File: src/rtl/pipeline_hazard_controller_pkg.sv
// Shared types for the pipeline hazard controller: FSM encoding,
// hazard-cause tags for the trace logger and the control bundle.
package pipeline_hazard_controller_pkg;

    typedef enum logic [1:0] {
        RUN      = 2'd0,
        MEM_WAIT = 2'd1,
        REDIRECT = 2'd2
    } hz_state_e;

    typedef enum logic [2:0] {
        CAUSE_NONE          = 3'd0,
        CAUSE_MEM_WAIT      = 3'd1,
        CAUSE_REDIRECT      = 3'd2,
        CAUSE_REDIRECT_TAIL = 3'd3,
        CAUSE_LOAD_USE      = 3'd4,
        CAUSE_CSR_RAW       = 3'd5
    } hz_cause_e;

    typedef struct packed {
        logic pc_stall;
        logic if_id_stall;
        logic if_id_flush;
        logic id_ex_stall;
        logic id_ex_flush;
        logic ex_mem_stall;
    } hz_ctrl_t;

endpackage

File: src/rtl/pipeline_hazard_controller_counter.sv
// Saturating event counter with async active-low clear; tied to 0
// when the performance counters are not built.
module hazard_event_counter #(
    parameter int XLEN   = 32,
    parameter bit ENABLE = 1'b1
) (
    input  logic            clk,
    input  logic            reset,
    input  logic            inc,
    output logic [XLEN-1:0] count
);

    if (ENABLE) begin : g_cnt
        logic [XLEN-1:0] q;

        always_ff @(posedge clk or negedge reset) begin
            if (!reset) begin
                q <= '0;
            end else if (inc && (q != '1)) begin
                q <= q + XLEN'(1);
            end
        end

        assign count = q;
    end else begin : g_tie
        assign count = '0;
    end

endmodule

File: src/rtl/pipeline_hazard_controller.sv
// Stall/flush sequencer for the 5-stage RV32I pipeline, sitting beside
// the ID/EX register, with saturating stall and redirect counters.
module pipeline_hazard_controller
    import pipeline_hazard_controller_pkg::*;
#(
    parameter int XLEN            = 32,
    parameter int REDIRECT_CYCLES = 1,
    parameter bit COUNTER_EN      = 1'b1
) (
    input  logic            clk,
    input  logic            reset,
    input  logic [4:0]      ID_rs1,
    input  logic [4:0]      ID_rs2,
    input  logic            ID_uses_rs1,
    input  logic            ID_uses_rs2,
    input  logic            ID_csr_read,
    input  logic [4:0]      EX_rd,
    input  logic            EX_memory_read,
    input  logic            EX_register_write_enable,
    input  logic            EX_csr_write_enable,
    input  logic            EX_redirect,
    input  logic            MEM_dmem_request,
    input  logic            MEM_dmem_ready,
    output logic            pc_stall,
    output logic            IF_ID_stall,
    output logic            IF_ID_flush,
    output logic            ID_EX_stall,
    output logic            ID_EX_flush,
    output logic            EX_MEM_stall,
    output logic [XLEN-1:0] stall_count,
    output logic [XLEN-1:0] flush_count
);

    localparam logic [2:0] RC_LOAD = REDIRECT_CYCLES[2:0];
    localparam bit         HAS_RC  = (REDIRECT_CYCLES != 0);

    hz_state_e  state_q, state_d;
    logic [2:0] rcnt_q, rcnt_d;
    logic       pend_q, pend_d;
    hz_cause_e  cause;
    hz_ctrl_t   ctrl;
    logic       mw, luh, csh, rs1_hit, rs2_hit;

    assign mw      = MEM_dmem_request & ~MEM_dmem_ready;
    assign rs1_hit = ID_uses_rs1 & (ID_rs1 == EX_rd);
    assign rs2_hit = ID_uses_rs2 & (ID_rs2 == EX_rd);
    assign luh     = EX_memory_read & EX_register_write_enable
                   & (EX_rd != 5'd0) & (rs1_hit | rs2_hit);
    assign csh     = EX_csr_write_enable & ID_csr_read;

    always_comb begin
        cause = CAUSE_NONE;
        unique case (state_q)
            RUN: begin
                if (mw)               cause = CAUSE_MEM_WAIT;
                else if (EX_redirect) cause = CAUSE_REDIRECT;
                else if (luh)         cause = CAUSE_LOAD_USE;
                else if (csh)         cause = CAUSE_CSR_RAW;
            end
            MEM_WAIT: begin
                // A redirect seen on the release cycle is the same event
                if (mw)                         cause = CAUSE_MEM_WAIT;
                else if (pend_q | EX_redirect)  cause = CAUSE_REDIRECT;
            end
            REDIRECT: begin
                if (mw)               cause = CAUSE_MEM_WAIT;
                else if (EX_redirect) cause = CAUSE_REDIRECT;
                else                  cause = CAUSE_REDIRECT_TAIL;
            end
            default: cause = CAUSE_NONE;
        endcase
    end

    always_comb begin
        ctrl = '0;
        unique case (cause)
            CAUSE_MEM_WAIT: begin
                ctrl.pc_stall     = 1'b1;
                ctrl.if_id_stall  = 1'b1;
                ctrl.id_ex_stall  = 1'b1;
                ctrl.ex_mem_stall = 1'b1;
            end
            CAUSE_REDIRECT: begin
                ctrl.if_id_flush = 1'b1;
                ctrl.id_ex_flush = 1'b1;
            end
            CAUSE_REDIRECT_TAIL: begin
                ctrl.if_id_flush = 1'b1;
            end
            CAUSE_LOAD_USE, CAUSE_CSR_RAW: begin
                ctrl.pc_stall    = 1'b1;
                ctrl.if_id_stall = 1'b1;
                ctrl.id_ex_flush = 1'b1;
            end
            default: ctrl = '0;
        endcase
        if (!reset) ctrl = '0;
    end

    always_comb begin
        state_d = state_q;
        rcnt_d  = rcnt_q;
        pend_d  = pend_q;
        unique case (state_q)
            RUN: begin
                if (mw) begin
                    state_d = MEM_WAIT;
                    pend_d  = EX_redirect;
                end else if (EX_redirect && HAS_RC) begin
                    state_d = REDIRECT;
                    rcnt_d  = RC_LOAD;
                end
            end
            MEM_WAIT: begin
                if (mw) begin
                    pend_d = pend_q | EX_redirect;
                end else begin
                    pend_d = 1'b0;
                    if ((pend_q | EX_redirect) && HAS_RC) begin
                        state_d = REDIRECT;
                        rcnt_d  = RC_LOAD;
                    end else begin
                        state_d = RUN;
                    end
                end
            end
            REDIRECT: begin
                if (mw) begin
                    state_d = MEM_WAIT;
                    pend_d  = 1'b1;
                    rcnt_d  = 3'd0;
                end else if (EX_redirect) begin
                    rcnt_d = RC_LOAD;
                end else if (rcnt_q <= 3'd1) begin
                    state_d = RUN;
                    rcnt_d  = 3'd0;
                end else begin
                    rcnt_d = rcnt_q - 3'd1;
                end
            end
            default: begin
                state_d = RUN;
                rcnt_d  = 3'd0;
                pend_d  = 1'b0;
            end
        endcase
    end

    always_ff @(posedge clk or negedge reset) begin
        if (!reset) begin
            state_q <= RUN;
            rcnt_q  <= 3'd0;
            pend_q  <= 1'b0;
        end else begin
            state_q <= state_d;
            rcnt_q  <= rcnt_d;
            pend_q  <= pend_d;
        end
    end

    assign pc_stall     = ctrl.pc_stall;
    assign IF_ID_stall  = ctrl.if_id_stall;
    assign IF_ID_flush  = ctrl.if_id_flush;
    assign ID_EX_stall  = ctrl.id_ex_stall;
    assign ID_EX_flush  = ctrl.id_ex_flush;
    assign EX_MEM_stall = ctrl.ex_mem_stall;

    hazard_event_counter #(
        .XLEN  (XLEN),
        .ENABLE(COUNTER_EN)
    ) u_stall_cnt (
        .clk  (clk),
        .reset(reset),
        .inc  (ctrl.pc_stall),
        .count(stall_count)
    );

    hazard_event_counter #(
        .XLEN  (XLEN),
        .ENABLE(COUNTER_EN)
    ) u_flush_cnt (
        .clk  (clk),
        .reset(reset),
        .inc  (cause == CAUSE_REDIRECT && reset),
        .count(flush_count)
    );

endmodule

File: config.mk
export PLATFORM = sky130hd
export DESIGN_NAME = pipeline_hazard_controller
export DESIGN_NICKNAME = d
export VERILOG_FILES = /design/src/rtl/pipeline_hazard_controller_pkg.sv /design/src/rtl/pipeline_hazard_controller_counter.sv /design/src/rtl/pipeline_hazard_controller.sv
export SDC_FILE = /design/constraint.sdc
export NUM_CORES = 1
export LEC_CHECK = 0
export ABC_AREA = 1
export BUFFER_PORTS_ARGS = -buffer_cell sky130_fd_sc_hd__buf_2
export CAP_MARGIN = 0
export CORE_AREA = 4 4 99 101
export DETAILED_ROUTE_END_ITERATION = 6
export DIE_AREA = 0 0 103 105
export PLACE_DENSITY = 0.85
export SYNTH_ARGS = -nofsm -noshare
export SYNTH_HDL_FRONTEND = slang
export SYNTH_SLANG_ARGS = --single-unit
File: constraint.sdc
create_clock -name clk -period 2.1 [get_ports clk]
set_input_delay 0.42 -clock clk [delete_from_list [all_inputs] [get_ports clk]]
set_output_delay 0.42 -clock clk [all_outputs]
set_load 0.05 [all_outputs]
== Word-level counts from Yosys, hierarchy flattened ==
Index checks and enable logic that the tools add are counted.

* Register bits after elaboration: 70
* Bits in latches: 0
* Memory bits (writable): 0
* Bits in read-only memories: 0
* Input bits: 26
* Output and inout port bits: 70
* Word-level logic and storage cells: 84
* Memories kept: 0

* Add/subtract/negate cells: 3
* $mul: 0
* Divide/modulo/power cells: 0
* Magnitude comparators: 1
* Equality and inequality tests: 20
* Shift operators: 0
* Muxes and demuxes: 34
* Bitwise logic cells: 10
* Reduce and logical (&&, ||, !) cells: 11

{| class="wikitable"
|+ Operators by type and width
! operator !! count
|-
| $add 32x1->32 const B || 2
|-
| $ne 32x32->1 const B || 2
|-
| $mux 3 || 11
|-
| $mux 2 || 11
|-
| $pmux 3 s3 || 2
|-
| $ne 2x2->1 const B || 6
|-
| $eq 5x5->1 || 2
|-
| $ne 3x3->1 const B || 3
|-
| $reduce_and 4->1 || 2
|-
| $and 1x1->1 || 7
|-
| $mux 1 || 7
|-
| $eq 3x2->1 const B || 2
|-
| $eq 3x3->1 const B || 2
|-
| $mux 6 || 1
|-
| $pmux 2 s3 || 1
|-
| $reduce_or 3->1 || 2
|-
| $reduce_bool 5->1 || 1
|-
| $eq 3x1->1 const B || 1
|-
| $le 3x1->1 const B || 1
|-
| $logic_and 1x1->1 || 3
|-
| $pmux 1 s3 || 1
|-
| $sub 3x1->3 const B || 1
|-
| $eq 2x1->1 const B || 1
|-
| $eq 2x2->1 const B || 1
|-
| 5 further kinds || 6
|}

== Logic depth before layout (Yosys ltp) ==
Gate-level depths: netlist (run 1).

* Depth in word-level cells: 13
* Mapped depth: 15
* Gate-level depth less buffers: 14

== Cells and area by module ==
Synthesis (run 1) repeated with hierarchy kept, for this count alone.

* Cells, all modules: 797
* Area, all modules: 5114.9 sq um

{| class="wikitable"
|+ Modules (own cells, without submodules)
! module !! times used !! cells an instance !! area each (sq um) !! sequential area each (sq um)
|-
| hazard_event_counter || 2 || 333 || 2190.9 || 800.8
|-
| pipeline_hazard_controller || 1 || 131 || 733.2 || 150.1
|}

== Worst setup path before layout (run 1) ==
No wires, ideal clock.

* Path kind: input -> output
* From: input port EX_redirect
* To: output port ID_EX_flush
* Arrival: 2018 ps
* Data required time: 1680 ps
* Path slack: -338 ps
* Stages: 6
* Path through: inv_1 nand3_1 nand4_1 nor2_1 nand2_1 nand2_1

* Longest elaborated chain between the ends: 8
* Elaborated cells on any way between the ends: 14
* Classes of those cells: eq/ne (3); mux (9); bitwise (1); reduce/logical (1)

{| class="wikitable"
|+ RTL lines
! element !! line !! source
|-
| start: declaration || pipeline_hazard_controller.sv:21 || <nowiki>input logic EX_redirect,</nowiki>
|-
| $or 1x1->1 || pipeline_hazard_controller.sv:63 || <nowiki>else if (pend_q | EX_redirect) cause = CAUSE_REDIRECT;</nowiki>
|-
| $mux 2 || pipeline_hazard_controller.sv:63 ||
|-
| $mux 2 || pipeline_hazard_controller.sv:62 || <nowiki>if (mw) cause = CAUSE_MEM_WAIT;</nowiki>
|-
| $pmux 3 s3 * || pipeline_hazard_controller.sv:53 || <nowiki>unique case (state_q)</nowiki>
|-
| $eq 3x2->1 or $eq 3x3->1 (tied branches) || pipeline_hazard_controller.sv:76 || <nowiki>unique case (cause)</nowiki>
|-
| $reduce_or 3->1 (no source line) * || -- ||
|-
| $mux 1 * || pipeline_hazard_controller.sv:76 ||
|-
| $mux 6 * || pipeline_hazard_controller.sv:97 || <nowiki>if (!reset) ctrl = '0;</nowiki>
|-
| end: declaration || pipeline_hazard_controller.sv:28 || <nowiki>output logic ID_EX_flush,</nowiki>
|}

Mark *: on every way between the ends. The rest lies on a longest branch, timed or not.

== Final worst setup path (run 1) ==
* From: register state_q[0]
* To: output port ID_EX_flush

* Longest elaborated chain between the ends: 6
* Elaborated cells on any way between the ends: 10
* Classes of those cells: eq/ne (5); mux (3); reduce/logical (2)

{| class="wikitable"
|+ RTL lines
! element !! line !! source
|-
| start: declaration || pipeline_hazard_controller.sv:37 || <nowiki>hz_state_e state_q, state_d;</nowiki>
|-
| start signal: assignment || pipeline_hazard_controller.sv:155 || <nowiki>state_q <= state_d;</nowiki>
|-
| $eq 2x2->1 (tied with other cells) || pipeline_hazard_controller.sv:53 ||
|-
| $pmux 3 s3 * || pipeline_hazard_controller.sv:53 ||
|-
| $eq 3x2->1 or $eq 3x3->1 (tied branches) || pipeline_hazard_controller.sv:76 ||
|-
| $reduce_or 3->1 (no source line) * || -- ||
|-
| $mux 1 * || pipeline_hazard_controller.sv:76 ||
|-
| $mux 6 * || pipeline_hazard_controller.sv:97 ||
|}

Marks and branches as above.

==> flow_metrics.tcl, run 1 <==
set metrics [dict create \
    crit_path_start "state_q[0]$_DFFE_PN0P_" \
    status "finished clean" \
    final_nets 846 \
    final_hold_viol_count 0 \
    drt_iter0_drc 317 \
    ios 96 \
    globalRouteTotalUtil 0.244 \
    path_clk_slew_ps 80 \
    synth_xor_area_frac 0.108 \
    synth_top_family_by_area "simple AND/OR/NAND/NOR gates" \
    htree_levels 3 \
    switchingPower_mw 1.49 \
    synth_area_mm2 0.00480 \
    clkLatencyLatePin_ps 350 \
    arrival_ps 1660 \
    r2r-end "u_flush_cnt.count[24]$_DFFE_PN0P_" \
    grt_pass1_vias 4460 \
    hpwlAfterDp_mm 9.49 \
    fin_crit_sh 0.993 \
    synth_compound_area_frac 0.0472 \
    p_per_area_mw_per_mm2 690 \
    place_congestion 0.951 \
    setup_violations 0 \
    worst_slack_ps 15.1 \
    yosys.area_share.simple 0.371 \
    cts_buffers 9 \
    power_frac_seq 0.390 \
    cp.required_ps 1680 \
    rows 35 \
    core_mm2 0.00902 \
    root_buffer "clkbuf_8" \
    antenna_found_initial 0 \
    relSlewSlack 0.429 \
    preCtsSetupSlack_ps 17.9 \
    dieArea_mm2 0.0108 \
    clkPwrFrac 0.298 \
    dpl_cell_area_mm2 0.00551 \
    synthFlopType "dfrtp_1" \
    synth_area_per_cell_um2 6.87 \
    wl_per_cell_um 13.9 \
    cp-end-kind "output port" \
    max_freq_mhz 480 \
    grt_overflow 0 \
    regToRegSetupSlack_ps 190 \
    rsz0062_at_grt "true" \
    startpoint_type "register" \
    grt_pass1_wl_mm 21.3 \
    ys_warn_count 0 \
    synthMuxAreaShare 0 \
    cts_tree "done" \
    synth_edf_count 0 \
    ant_nets 0 \
    finalMaxSlewViolations 0 \
    synthAdderAreaFrac 0.0104 \
    yosysMostFrequentCell "nand2_1" \
    synthCells 699 \
    finalPower_mw 4.06 \
    drive_gt1_frac 0.205 \
    hold_path.class "input pin to register" \
    swShare 0.366 \
    drc_errors 0 \
    numPortBuffers 95 \
    yosys.area.top_type_share 0.365 \
    dr.pass1.iters 5 \
    die_x_um 103 \
    diodes 0 \
    clkSinkCount 70 \
    synthTopCellsByArea "dfrtp_1 (36%), nand2_1 (19%), inv_1 (7.2%), xor2_1 (6.6%), nand3_1 (5.8%)" \
    via_per_inst 5.25 \
    fp.dieH_um 105 \
    totalWireLength_mm 12.9 \
    p_int_mw 2.58 \
    p_leak_nw 3.03 \
    synthToLayoutAreaGrowth_pct 22.7 \
    finClkSkew_ps 11.7 \
    synth_fp_nets 729 \
    ys_top_cells_by_count "nand2_1 (239), inv_1 (92), dfrtp_1 (70)" \
    combPwrFrac 0.312 \
    async_flop_share 1.00 \
    crit_type "register to output port" \
    cp_max_fo 6 \
    start_util 0.532 \
    grt_max_degree 70 \
    tightest_slew_ps 856 \
    seq_area_frac_synth 0.365 \
    maxCapViolCount 0 \
    r2r_cells 9 \
    critPathCapture "ID_EX_flush" \
    clock_path_buffers 2 \
    postLayoutCellArea_mm2 0.00589 \
    synth.distinct_cells 33 \
    synth-seq-cells 70 \
    vdd_drop_max_uv 369 \
    dr_total_vias 4896 \
    reg2reg_from "u_flush_cnt.count[1]$_DFFE_PN0P_" \
    synth.largest_area_cell "dfrtp_1" \
    post-route-min-period_ps 2080 \
]
[power groups by stage]
stage / clock network [mW] / registers, mW / logic [mW]
2_1_floorplan: 0 / 1.81 / 0.598
3_3_place_gp: 0 / 1.59 / 1.13
3_5_place_dp: 0 / 1.59 / 1.15
4_1_cts: 1.24 / 1.57 / 1.18
5_1_grt: 1.29 / 1.59 / 1.40
6_report: 1.21 / 1.58 / 1.27
[stage by stage]
stage	hold WS (ps)	TNS [ps]	cells	utilization
after global placement	239	0	912	0.611
after floorplan	124	-146	699	-
after global routing	345	-103	932	0.653
after CTS	319	0	929	0.639
after detailed placement	239	0	912	0.611
final	338	0	932	0.653
[worst min-delay path by stage]
stage	slack [ps]	cells after the start	from	end
CTS	320	2	EX_redirect	rcnt_q[1]$_DFFE_PN0P_
finish	340	2	EX_redirect	rcnt_q[1]$_DFFE_PN0P_
detailed placement	240	1	reset	state_q[0]$_DFFE_PN0P_
floorplan	120	0	reset	pend_q$_DFFE_PN0P_
global placement	240	1	reset	state_q[0]$_DFFE_PN0P_
global route	350	2	EX_redirect	rcnt_q[1]$_DFFE_PN0P_
[registers in the layout (all words and copies together), names as in the netlist]
signal	count
u_flush_cnt.count	32
u_stall_cnt.count	32
pend_q	1
state_q	2
rcnt_q	3
[routing by layer]
metal / up-vias / track usage / routed length [um]
li1: 2431 / - / -
met1: 2273 / 0.348 / 5730
met2: 178 / 0.375 / 6160
met3: 14 / 0.0381 / 892
met4: 0 / 0.0805 / 160
met5: - / 0 / 0
[cell families (layout without fill, tap and decap cells)]
kind of cell,Yosys count,count (layout)
fa+ha+maj,4,4
buf+inv,110,232
simple gates,414,414
xor+xnor,59,59
flops,70,70
compound gates,42,42
[placed cells by master, fill, tap and decap left out, drive strengths merged]
| cell type | synthesis | routed |
|---|---|---|
| nand3 | 58 | 58 |
| nor4 | 4 | 4 |
| o31ai | 2 | 2 |
| o32ai | 1 | 1 |
| o21ai | 33 | 33 |
| a31oi | 1 | 1 |
| ha | 4 | 4 |
| a21oi | 4 | 4 |
| nand4 | 14 | 14 |
| xnor2 | 23 | 23 |
| or2 | 1 | 1 |
| nand3b | 1 | 1 |
| bufinv | 0 | 2 |
| and3 | 1 | 1 |
| nor2 | 57 | 57 |
| xor2 | 36 | 36 |
| clkbuf | 3 | 12 |
| o211ai | 1 | 1 |
| inv | 92 | 92 |
| nor3b | 1 | 1 |
| dlygate4sd3 | 0 | 1 |
| nor3 | 37 | 37 |
| buf | 15 | 123 |
| clkinv | 0 | 2 |
| dfrtp | 70 | 70 |
| nand2 | 240 | 240 |
[cell type report]
cell class,count,area [um2]
clock buffer,12,145
clock inverter,4,70.1
fill,787,3130
inverter,92,345
multi-input combinational,519,2680
sequential,70,1760
tap,111,139
timing repair buffer,124,756
[critical path, cell delays in order, from the launching register on]
cell and delay [ps]:
dfrtp_2 470, nand2_1 150, nand4_1 130, buf_4 160
nor2_4 110, nand2_2 70, nand2_2 80, buf_8 150
[repair_timing]
action / CTS / global route
pin swaps: 0 / 6
endpoints found under the setup margin: 4 / 42
hold buffers: 1 / 0
buffers inserted: 0 / 3
hold endpoints to repair: 1 / 0
gates resized for setup: 11 / 25
Note: power is estimated with default switching activity, not from simulation.
==> run 2: changes to the inputs <==
--- a/config.mk
+++ b/config.mk
@@ -8,10 +8,10 @@
 export ABC_AREA = 1
 export BUFFER_PORTS_ARGS = -buffer_cell sky130_fd_sc_hd__buf_2
 export CAP_MARGIN = 0
-export CORE_AREA = 4 4 99 101
+export CORE_AREA = 4 4 103 105
 export DETAILED_ROUTE_END_ITERATION = 6
-export DIE_AREA = 0 0 103 105
-export PLACE_DENSITY = 0.85
+export DIE_AREA = 0 0 107 109
+export PLACE_DENSITY = 0.83
 export SYNTH_ARGS = -nofsm -noshare
 export SYNTH_HDL_FRONTEND = slang
 export SYNTH_SLANG_ARGS = --single-unit
==> constraint.sdc (replaced) <==
create_clock -name clk -period 1.9 [get_ports clk]
set_input_delay 0.19 -clock clk [delete_from_list [all_inputs] [get_ports clk]]
set_output_delay 0.19 -clock clk [all_outputs]
set_load 0.05 [all_outputs]
==> flow_metrics.tcl, run 2 (synthesized netlist as in run 1, its figures left out) <==
set metrics [dict create \
    grt_max_degree 67 \
    cp-end-kind "register" \
    relSlewSlack 0.459 \
    worst_slack_ps -35.5 \
    grt_pass1_vias 4518 \
    via_per_inst 5.21 \
    htree_levels 3 \
    totalWireLength_mm 14.0 \
    vdd_drop_max_uv 679 \
    path_clk_slew_ps 80 \
    clkSinkCount 70 \
    rows 36 \
    cts_tree "done" \
    wl_per_cell_um 14.3 \
    regArea_mm2 0.00177 \
    drt_iter0_drc 345 \
    finClkSkew_ps 16.2 \
    arrival_ps 2210 \
    combPwrFrac 0.361 \
    ios 96 \
    core_mm2 0.00964 \
    cp_max_fo 8 \
    final_common_cell "nand2_1" \
    hold_path.class "input pin to register" \
    crit_type "register to register" \
    cp.required_ps 2180 \
    fillers 863 \
    antenna_found_initial 0 \
    clkLatencyLatePin_ps 350 \
    dieArea_mm2 0.0117 \
    place_congestion 0.977 \
    status "finished with violations" \
    violations "setup timing" \
    ant_nets 0 \
    grt_pass1_wl_mm 20.9 \
    postLayoutCellArea_mm2 0.00628 \
    clock_path_buffers 2 \
    dpl_cell_area_mm2 0.00561 \
    post-route-min-period_ps 1940 \
    tightest_slew_ps 812 \
    swShare 0.401 \
    fp.dieH_um 109 \
    multi_input_area_mm2 0.00281 \
    max_freq_mhz 517 \
    p_int_mw 2.71 \
    clkPwrFrac 0.247 \
    fin_crit_sh 1.02 \
    start_util 0.498 \
    p_per_area_mw_per_mm2 720 \
    finalMaxSlewViolations 0 \
    final_nets 867 \
    numPortBuffers 95 \
    cts_buffers 9 \
    globalRouteTotalUtil 0.222 \
    rsz0062_at_grt "true" \
    switchingPower_mw 1.81 \
    maxCapViolCount 0 \
    dr.pass1.iters 5 \
    setup_violations 29 \
    startpoint_type "register" \
    dr_total_vias 5076 \
    synthToLayoutAreaGrowth_pct 30.7 \
    power_frac_seq 0.392 \
    die_x_um 107 \
    final_hold_viol_count 0 \
    preCtsSetupSlack_ps 61.1 \
    p_leak_nw 3.18 \
    root_buffer "clkbuf_8" \
    drc_errors 0 \
    grt_overflow 0 \
    hpwlAfterDp_mm 9.81 \
    diodes 0 \
    final_cell_mix "nand2_1 (218), inv_1 (91), buf_2 (89), dfrtp_1 (59), nand3_1 (53)" \
    drive_gt1_frac 0.272 \
]
run 2: cell types whose count changed in the layout (fill, tap and decap cells not counted), moves of 10 or more:
cell	change
buf_4	+11
nand2_1	-15
nand2_2	+10
o21ai_2	+13
run 2: path summary, 6_finish.rpt:
path	from	end	slack, ps	cells after the start
max in group asynchronous	reset	u_stall_cnt.count[0]$_DFFE_PN0P_	630	3
min in group asynchronous	reset	pend_q$_DFFE_PN0P_	210	2
worst min-delay path	EX_redirect	rcnt_q[1]$_DFFE_PN0P_	130	2
worst max register to register	u_flush_cnt.count[0]$_DFFE_PN0P_	u_flush_cnt.count[23]$_DFFE_PN0P_	-40	10
worst min register to register	u_stall_cnt.count[0]$_DFFE_PN0P_	u_stall_cnt.count[0]$_DFFE_PN0P_	530	2
worst max-delay path	u_flush_cnt.count[0]$_DFFE_PN0P_	u_flush_cnt.count[23]$_DFFE_PN0P_	-40	10
run 2: power groups by stage:
stage | Sequential, mW | Clock [mW] | Combinational [mW]
floorplan | 2.02 | 0 | 0.682
global placement | 1.78 | 0 | 1.23
detailed placement | 1.78 | 0 | 1.27
CTS | 1.76 | 1.14 | 1.39
global route | 1.79 | 1.22 | 1.77
finish | 1.77 | 1.12 | 1.63
run 2: what timing repair did:
| action | 4_1_cts | 5_1_grt |
|---|---|---|
| resized for setup | 21 | 59 |
| buffers inserted | 6 | 6 |
| hold endpoints to repair | 4 | 0 |
| hold buffers | 1 | 0 |
| pin swaps | 3 | 3 |
| gates cloned | 0 | 6 |
| setup endpoints to repair | 3 | 70 |
run 2: worst max-delay path: stages, from the launching register on:
cell and delay (ps):
dfrtp_2 400, ha_4 160, nand3_4 90, nor3_4 200, nand2_2 120, nor3_2 140, nand4_2 170, nand3_4 230
clkbuf_16 210, nand2_1 50, o21ai_1 80
run 2: layout make-up:
cell class	instances	share of cell area
clock buffers	9	0.0197
clock inverters	7	0.00917
inverters	92	0.0550
multi-input cells	519	0.448
flip-flops and latches	70	0.281
well taps	133	0.0265
repair buffers	145	0.161
run 2: stage by stage:
stage | total power, mW | util | hold WS [ps] | std cells | TNS (ps)
detailed placement | 3.05 | 0.582 | 21.7 | 940 | 0
global placement | 3.01 | 0.582 | 21.9 | 940 | 0
finish | 4.52 | 0.651 | 131 | 975 | -487
global route | 4.78 | 0.651 | 122 | 975 | -3220
floorplan | 2.70 | - | -106 | 699 | -903
CTS | 4.29 | 0.615 | 115 | 963 | 0
run 2: per-layer routing:
layer  track usage  wire (um)
met1         0.292       5780
met2         0.381       6960
met3        0.0314        856
met4        0.0721        384
met5             0          0
